<file path="src/rtl/mips_pkg.sv">
// Shared constants and types for the 5-stage MIPS core front end.
// No logic: parameters, opcode encodings and the IF/ID payload struct.
// No flow control of its own.
package mips_pkg;

    localparam int          DATA_W        = 32;
    localparam logic [31:0] RESET_PC      = 32'h0040_0000;
    localparam logic [31:0] NOP_INSTR     = 32'h0000_0000;
    localparam int          PC_INC        = 4;

    localparam logic [5:0]  OP_RTYPE      = 6'h00;
    localparam logic [5:0]  OP_J          = 6'h02;
    localparam logic [5:0]  OP_JAL        = 6'h03;
    localparam logic [5:0]  OP_BEQ        = 6'h04;
    localparam logic [5:0]  OP_BNE        = 6'h05;

    typedef struct packed {
        logic [DATA_W-1:0] instr;
        logic [DATA_W-1:0] pc_plus4;
        logic              valid;
    } ifid_t;

endpackage

</file>
<file path="src/rtl/pc_register.sv">
// Program counter with next-PC select: stall > taken branch > jump > PC+4.
// Latency: new PC visible one edge after the selecting inputs.
// Backpressure: stall freezes the PC; redirects presented during a stall are dropped.
module pc_register #(
    parameter int                DATA_W   = mips_pkg::DATA_W,
    parameter logic [DATA_W-1:0] RESET_PC = mips_pkg::RESET_PC
) (
    input  logic              clk,
    input  logic              rst_n,
    input  logic              stall,
    input  logic              pc_src,
    input  logic [DATA_W-1:0] branch_target,
    input  logic              jump,
    input  logic [DATA_W-1:0] jump_target,
    output logic [DATA_W-1:0] pc_q,
    output logic [DATA_W-1:0] pc_plus4
);
    import mips_pkg::*;

    // Targets are forced word-aligned; the low two bits carry no meaning.
    localparam logic [DATA_W-1:0] ALIGN_MASK = {{(DATA_W-2){1'b1}}, 2'b00};

    logic [DATA_W-1:0] pc_d;

    assign pc_plus4 = pc_q + DATA_W'(PC_INC);

    always_comb begin
        pc_d = pc_plus4;
        if (stall) begin
            pc_d = pc_q;
        end else if (pc_src) begin
            pc_d = branch_target & ALIGN_MASK;
        end else if (jump) begin
            pc_d = jump_target & ALIGN_MASK;
        end
    end

    always_ff @(posedge clk or negedge rst_n) begin
        if (!rst_n) begin
            pc_q <= RESET_PC;
        end else begin
            pc_q <= pc_d;
        end
    end

endmodule

</file>
<file path="src/rtl/if_id_fetch_stage.sv">
// Fetch stage + IF/ID register; optional perf counters under `IF_ID_PERF_CNT_EN.
// Latency: imem_addr is the PC combinationally; the fetched word reaches ID one edge later.
// Backpressure: stall holds PC and IF/ID; flush turns the IF/ID entry into a bubble.
module if_id_fetch_stage #(
    parameter int                DATA_W   = mips_pkg::DATA_W,
    parameter logic [DATA_W-1:0] RESET_PC = mips_pkg::RESET_PC
) (
    input  logic              clk,
    input  logic              rst_n,
    input  logic              stall,
    input  logic              flush,
    input  logic              pc_src,
    input  logic [DATA_W-1:0] branch_target,
    input  logic              jump,
    input  logic [DATA_W-1:0] jump_target,
    output logic [DATA_W-1:0] imem_addr,
    input  logic [DATA_W-1:0] imem_rdata,
    output logic [DATA_W-1:0] pc_o,
    output logic [DATA_W-1:0] instr_id,
    output logic [DATA_W-1:0] pc_plus4_id,
    output logic              valid_id
`ifdef IF_ID_PERF_CNT_EN
   ,output logic [31:0]       flush_cnt,
    output logic [31:0]       stall_cnt
`endif
);
    import mips_pkg::*;

    logic [DATA_W-1:0] pc_q;
    logic [DATA_W-1:0] pc_plus4;
    ifid_t             ifid_q;
    ifid_t             ifid_d;

    pc_register #(
        .DATA_W   (DATA_W),
        .RESET_PC (RESET_PC)
    ) u_pc_register (
        .clk           (clk),
        .rst_n         (rst_n),
        .stall         (stall),
        .pc_src        (pc_src),
        .branch_target (branch_target),
        .jump          (jump),
        .jump_target   (jump_target),
        .pc_q          (pc_q),
        .pc_plus4      (pc_plus4)
    );

    assign imem_addr = pc_q;
    assign pc_o      = pc_q;

    // A flush coinciding with a stall is dropped: the stalled entry must survive.
    always_comb begin
        ifid_d = '{instr: imem_rdata, pc_plus4: pc_plus4, valid: 1'b1};
        if (stall) begin
            ifid_d = ifid_q;
        end else if (flush) begin
            ifid_d = '{instr: NOP_INSTR, pc_plus4: '0, valid: 1'b0};
        end
    end

    always_ff @(posedge clk or negedge rst_n) begin
        if (!rst_n) begin
            ifid_q <= '{instr: NOP_INSTR, pc_plus4: '0, valid: 1'b0};
        end else begin
            ifid_q <= ifid_d;
        end
    end

    assign instr_id    = ifid_q.instr;
    assign pc_plus4_id = ifid_q.pc_plus4;
    assign valid_id    = ifid_q.valid;

`ifdef IF_ID_PERF_CNT_EN
    logic [31:0] flush_cnt_q, flush_cnt_d;
    logic [31:0] stall_cnt_q, stall_cnt_d;

    always_comb begin
        flush_cnt_d = flush_cnt_q;
        stall_cnt_d = stall_cnt_q;
        if (flush && !stall) begin
            flush_cnt_d = flush_cnt_q + 32'd1;
        end
        if (stall) begin
            stall_cnt_d = stall_cnt_q + 32'd1;
        end
    end

    always_ff @(posedge clk or negedge rst_n) begin
        if (!rst_n) begin
            flush_cnt_q <= '0;
            stall_cnt_q <= '0;
        end else begin
            flush_cnt_q <= flush_cnt_d;
            stall_cnt_q <= stall_cnt_d;
        end
    end

    assign flush_cnt = flush_cnt_q;
    assign stall_cnt = stall_cnt_q;
`else
    // Counters are not built; nothing else depends on them.
`endif

endmodule

</file>
<file path="config.mk">
export PLATFORM = sky130hd
export DESIGN_NAME = if_id_fetch_stage
export DESIGN_NICKNAME = d
export VERILOG_FILES = /design/src/rtl/mips_pkg.sv /design/src/rtl/pc_register.sv /design/src/rtl/if_id_fetch_stage.sv
export SDC_FILE = /design/constraint.sdc
export NUM_CORES = 1
export LEC_CHECK = 0
export ABC_CLOCK_PERIOD_IN_PS = 1900
export CORE_MARGIN = 2
export CORE_UTILIZATION = 40
export CTS_BUF_LIST = sky130_fd_sc_hd__clkbuf_8 sky130_fd_sc_hd__clkbuf_16
export DETAILED_ROUTE_END_ITERATION = 16
export PLACE_DENSITY = 0.78
export REMOVE_ABC_BUFFERS = 1
export SLEW_MARGIN = 0
export SYNTH_ARGS = -nofsm -noshare
export SYNTH_HDL_FRONTEND = slang
export SYNTH_SLANG_ARGS = --single-unit
export TNS_END_PERCENT = 100
</file>
<file path="constraint.sdc">
create_clock -name clk -period 1.9 [get_ports clk]
set_clock_uncertainty 0.05 [all_clocks]
set_input_delay 0.19 -clock clk [delete_from_list [all_inputs] [get_ports clk]]
set_output_delay 0.19 -clock clk [all_outputs]
set_load 0.1 [all_outputs]
</file>
# Word-level counts from Yosys, hierarchy flattened
# Index checks and enable logic that the tools add are counted.
# word_totals
reg_bits	97
inputBits	102
out_inout_bits	129
elab_cells	8
# op_classes
addsub	1
mux	3
# ops
op	count
65-bit two-way mux	1
32-bit two-way mux	2
32-bit by 3-bit adder with 32-bit output, second input constant	1

# Logic depth before layout (Yosys ltp)
# logic_depth
ltp_word	3
depth_mapped	7
ltp_nobuf	5

# Hierarchy
# From an unflattened synthesis, not the netlist that was laid out.
# hier_totals
cells_unflattened	655
area_unflattened_um2	5683.0
# by_module_without_submodules
module	instances	cells_per_inst	area_each_um2	seq_area_each_um2
if_id_fetch_stage	1	310	2946.6	1626.6
pc_register	1	345	2736.4	752.0

# Worst setup path after synthesis
# Ideal clock, no wire load.
# synth_path
kind	reg-to-reg
startpoint	register u_pc_register.pc_q[12]
endpoint	register u_pc_register.pc_q[20]
setup_ns	0.126
t_arrival_ns	2.527
t_required_ns	1.724
setup_slack_ns	-0.803
stages_incl_launch_ff	6
path_buffers	1
synth_period_minus_slack_ns	2.703
path_cell_list	dfrtp_1 > buf_2 > nand3_1 > or3_1 > or2_1 > a311o_1
# synth_between
elab_chain_len	3
# synth_rtl
element	line_no	rtl
start, declared	pc_register.sv:15	output logic [DATA_W-1:0] pc_q,
start signal, assigned	pc_register.sv:42	pc_q <= pc_d;
32-bit by 3-bit adder with 32-bit output	pc_register.sv:25	assign pc_plus4 = pc_q + DATA_W'(PC_INC);
32-bit two-way mux	pc_register.sv:33	end else if (jump) begin
32-bit two-way mux	pc_register.sv:31	end else if (pc_src) begin
# Every way passes these cells.
# A chain may end at the register's enable or synchronous reset.

# Worst setup path in the final report
# layout_path
startpoint	register u_pc_register.pc_q[18]
endpoint	register u_pc_register.pc_q[23]
# Same word-level chain as after synthesis.

==> summary.md <==
| Metric | Value |
|---|---|
| Routed WL | ~19 mm |
| CTS tree | built |
| Setup crit end kind | register |
| Final hold slack | between 0.15 and 0.2 ns |
| Via count | 5,851 |
| FF/Latch Area | 0.00235 mm^2 |
| Setup TNS | 0 ns |
| Number of global-route vias before repair | 5,851 |
| Placed Area | ~0.0085 mm^2 |
| Fin crit period | around 1.8 ns |
| CP max FO | 11 |
| Reg2reg path depth | 5 |
| Routed vias/inst | 5.59 |
| DR iter-0 viols | 430 |
| Fill cell count | 1,148 |
| Placed instance count | approximately 1,000 |
| Routed Antenna Nets | 0 |
| FF-to-FF Start | u_pc_register.pc_q[18] |
| Worst skew pair latency | 0.34 ns |
| Final Hold Viols | 0 |
| Primary FF master, synth | dfrtp_1 |
| Clock buffer depth | 2 |
| Post-synth top area share | 41.3% |
| Layout cells sized above 1 | 28.4% |
| Final setup viols | 0 |
| R2r setup slk | roughly 0.060 ns |
| Multi-input gate area | 0.00283 mm^2 |
| First-pass GRT wire length | around 30 mm |
| Cts bufs inserted | 9 |
| Critical Path Sink | u_pc_register.pc_q[23] |
| Chip Height | 123 um |
| Max Slew Vio Count | 0 |
| Critical path launch point type | register |
| Total grt overflow | 0 |
| Pwr dens | between 900 and 1000 mW/mm^2 |
| Die width | 123 um |
| H-tree depth | 3 |
| Maximum vdd drop | 0.576 mV |
| Max_slew headroom | 41.6% |
| Post-Layout Cell Count | 1,046 |
| Hold Path Cell Cnt | 3 |
| Die ar. | 0.0151 mm^2 |
| Worst setup slack after layout | 0.0598 ns |
| Outcome | finished clean |
| Initial antenna violation count | 0 |
| Synth top cells by count | 93 x dfrtp_1, 73 x nand2_1, 55 x o21ai_0 |
| Pin count of the biggest net entering global routing | 67 |
| RSZ-0062 raised after global routing | no |
| Finished Cell Area | 0.00889 mm^2 |
| Synthesized cell area | approximately 0.0056 mm^2 |
| Worst EP arrival | around 2 ns |
| Initial Util | 40.8% |
| Post-synthesis register bit count | between 90 and 100 |
| Drt first pass iters | 5 |
| Sequential fraction of the synthesis area | 41.7% |
| Core ar. | roughly 0.014 mm^2 |
| Layout area overhead | 57.7% |
| DP Worst Slack | -0.0978 ns |
| CTS Sinks | 94 |
| Hold WC Path Type | in2reg |
| Row cnt | 43 |
| Syn Area/Cell | just under 9 um^2 |
| IO Port Bufs | ~220 |
| Dominant cells by area after synthesis | dfrtp_1 41%, o21ai_0 4.9%, nand2_1 4.9%, buf_4 4.7%, nand2b_1 3.8% |
| CP startpoint | u_pc_register.pc_q[18] |
| Number of max-cap violations | 0 |
| Routability-driven placement congestion ratio | roughly 0.88 |
| Clock Pin Slew Worst Setup and Hold Paths | roughly 0.07 ns |
| WL/cell | 18.2 um |
| Root Driver | clkbuf_16 |
| Synth async-reset ratio | 100% |
| GRT Util Overall | 25.1% |
| Nets | 964 |
| Tcrit/Tclk final | 96.9% |
| Reg2Reg Capture Point | u_pc_register.pc_q[23] |
| Setup CP Type | reg2reg |
| Hpwl dp | 14.1 mm |
| # diodes | 0 |
| Yosys top cell by area | dfrtp_1 |
| F_max | approximately 540 MHz |
| Post-layout util | 64.3% |
| Post-synth EDFFs | 0 |
| Warnings from Yosys | 0 |
| DRC Markers | 0 |
| Most common cell in the netlist | dfrtp_1 |
| Worst-Margin Slew | slightly below 0.9 ns |
| Netlist cell types | 66 |
| Worst Path Required | 2.08 ns |
| Mapped Cells | 640 |
| Pwr Total | slightly below 9 mW |
| Leakage power | 3.88 nW |
| Ports | 231 |
==> worst min path at each step <==
| stage | endpoint | slack [ns] | start |
|---|---|---|---|
| detailed placement | pc_plus4_id[1] | 0.14 | rst_n |
| global placement | pc_plus4_id[1] | 0.14 | rst_n |
| global route | pc_plus4_id[14] | 0.21 | stall |
| CTS | pc_plus4_id[14] | 0.17 | stall |
| floorplan | instr_id[0] | -0.16 | rst_n |
| finish | pc_plus4_id[14] | 0.19 | stall |
==> routing by layer <==
metal / wire (um) / vias to the layer above / global-route usage, %
met4: 475 / 0 / 10.2
met1: 7760 / 2840 / 31.2
met5: 0 / - / 0
met2: 9460 / 246 / 42.9
met3: 1360 / 34 / 4.74
li1: - / 2731 / -
==> registers in the layout, indices dropped and copies added (netlist names) <==
signal / flops
u_pc_register.pc_q: 30
instr_id: 32
valid_id: 1
pc_plus4_id: 31
==> power breakdown <==
group          switching [mW]  internal (mW)
Clock                   0.756          0.986
Sequential              0.180           2.22
Combinational            3.24           1.41
Total                    4.18           4.62
==> cells in the final DEF (no fill, tap or decap), types with 5 or more instances in the layout <==
master             n
a311o_1            9
mux2i_1            6
nor2_1            17
a21oi_1           21
nor3b_1            6
or3_1              9
a211o_1            6
a22o_1            12
nand2b_1          34
buf_12            54
nor4_1             6
a221o_1           12
a211oi_1           5
o21bai_1           5
o21ai_0           55
nor3_1            33
nand2_1           73
nand3_1           14
buf_4            147
inv_1             13
nand4_1            9
xnor2_1            9
clkbuf_16          9
and2_1             9
a31oi_1            5
clkdlybuf4s50_1   93
a22oi_1           16
a2111oi_0          5
dfrtp_1           92
nor4_2             7
==> worst max-delay path, cell delays in order, from the launching register on <==
cell and delay [ns]:
dfrtp_1 0.39, buf_4 0.23, and4_2 0.31, nand4_1 0.16
or2_1 0.27, a311o_1 0.31
==> kinds of logic (layout without fill, tap and decap cells) <==
kind of cell               after synthesis  in the layout  share of synthesized area [%]
other                                    1              4                         0.0665
adders and majority gates                1              1                          0.222
and+or+nand+nor                        248            248                           24.1
DFF                                     94             94                           41.7
muxes                                    7              7                           1.27
buffers and inverters                  104            327                           9.48
xor gates and xnor gates                12             12                           1.86
AOI/OAI and AO/OA                      173            173                           21.3
==> final cells by class <==
type	count	area share (%)
well taps	180	2.53
multi-input cells	445	31.8
clock buffers	12	3.00
repair buffers	298	35.4
clock inverters	4	0.239
inverters	13	0.549
flip-flops and latches	94	26.5
==> what timing repair did <==
action                     in CTS  in global routing
gates resized for setup         0                 14
buffers inserted                0                  1
pin swaps                       1                  1
hold endpoints to repair       32                  0
setup endpoints to repair       2                 18
hold buffers                    1                  0
gates cloned                    0                  0
Power figures use the tool's default switching activity.
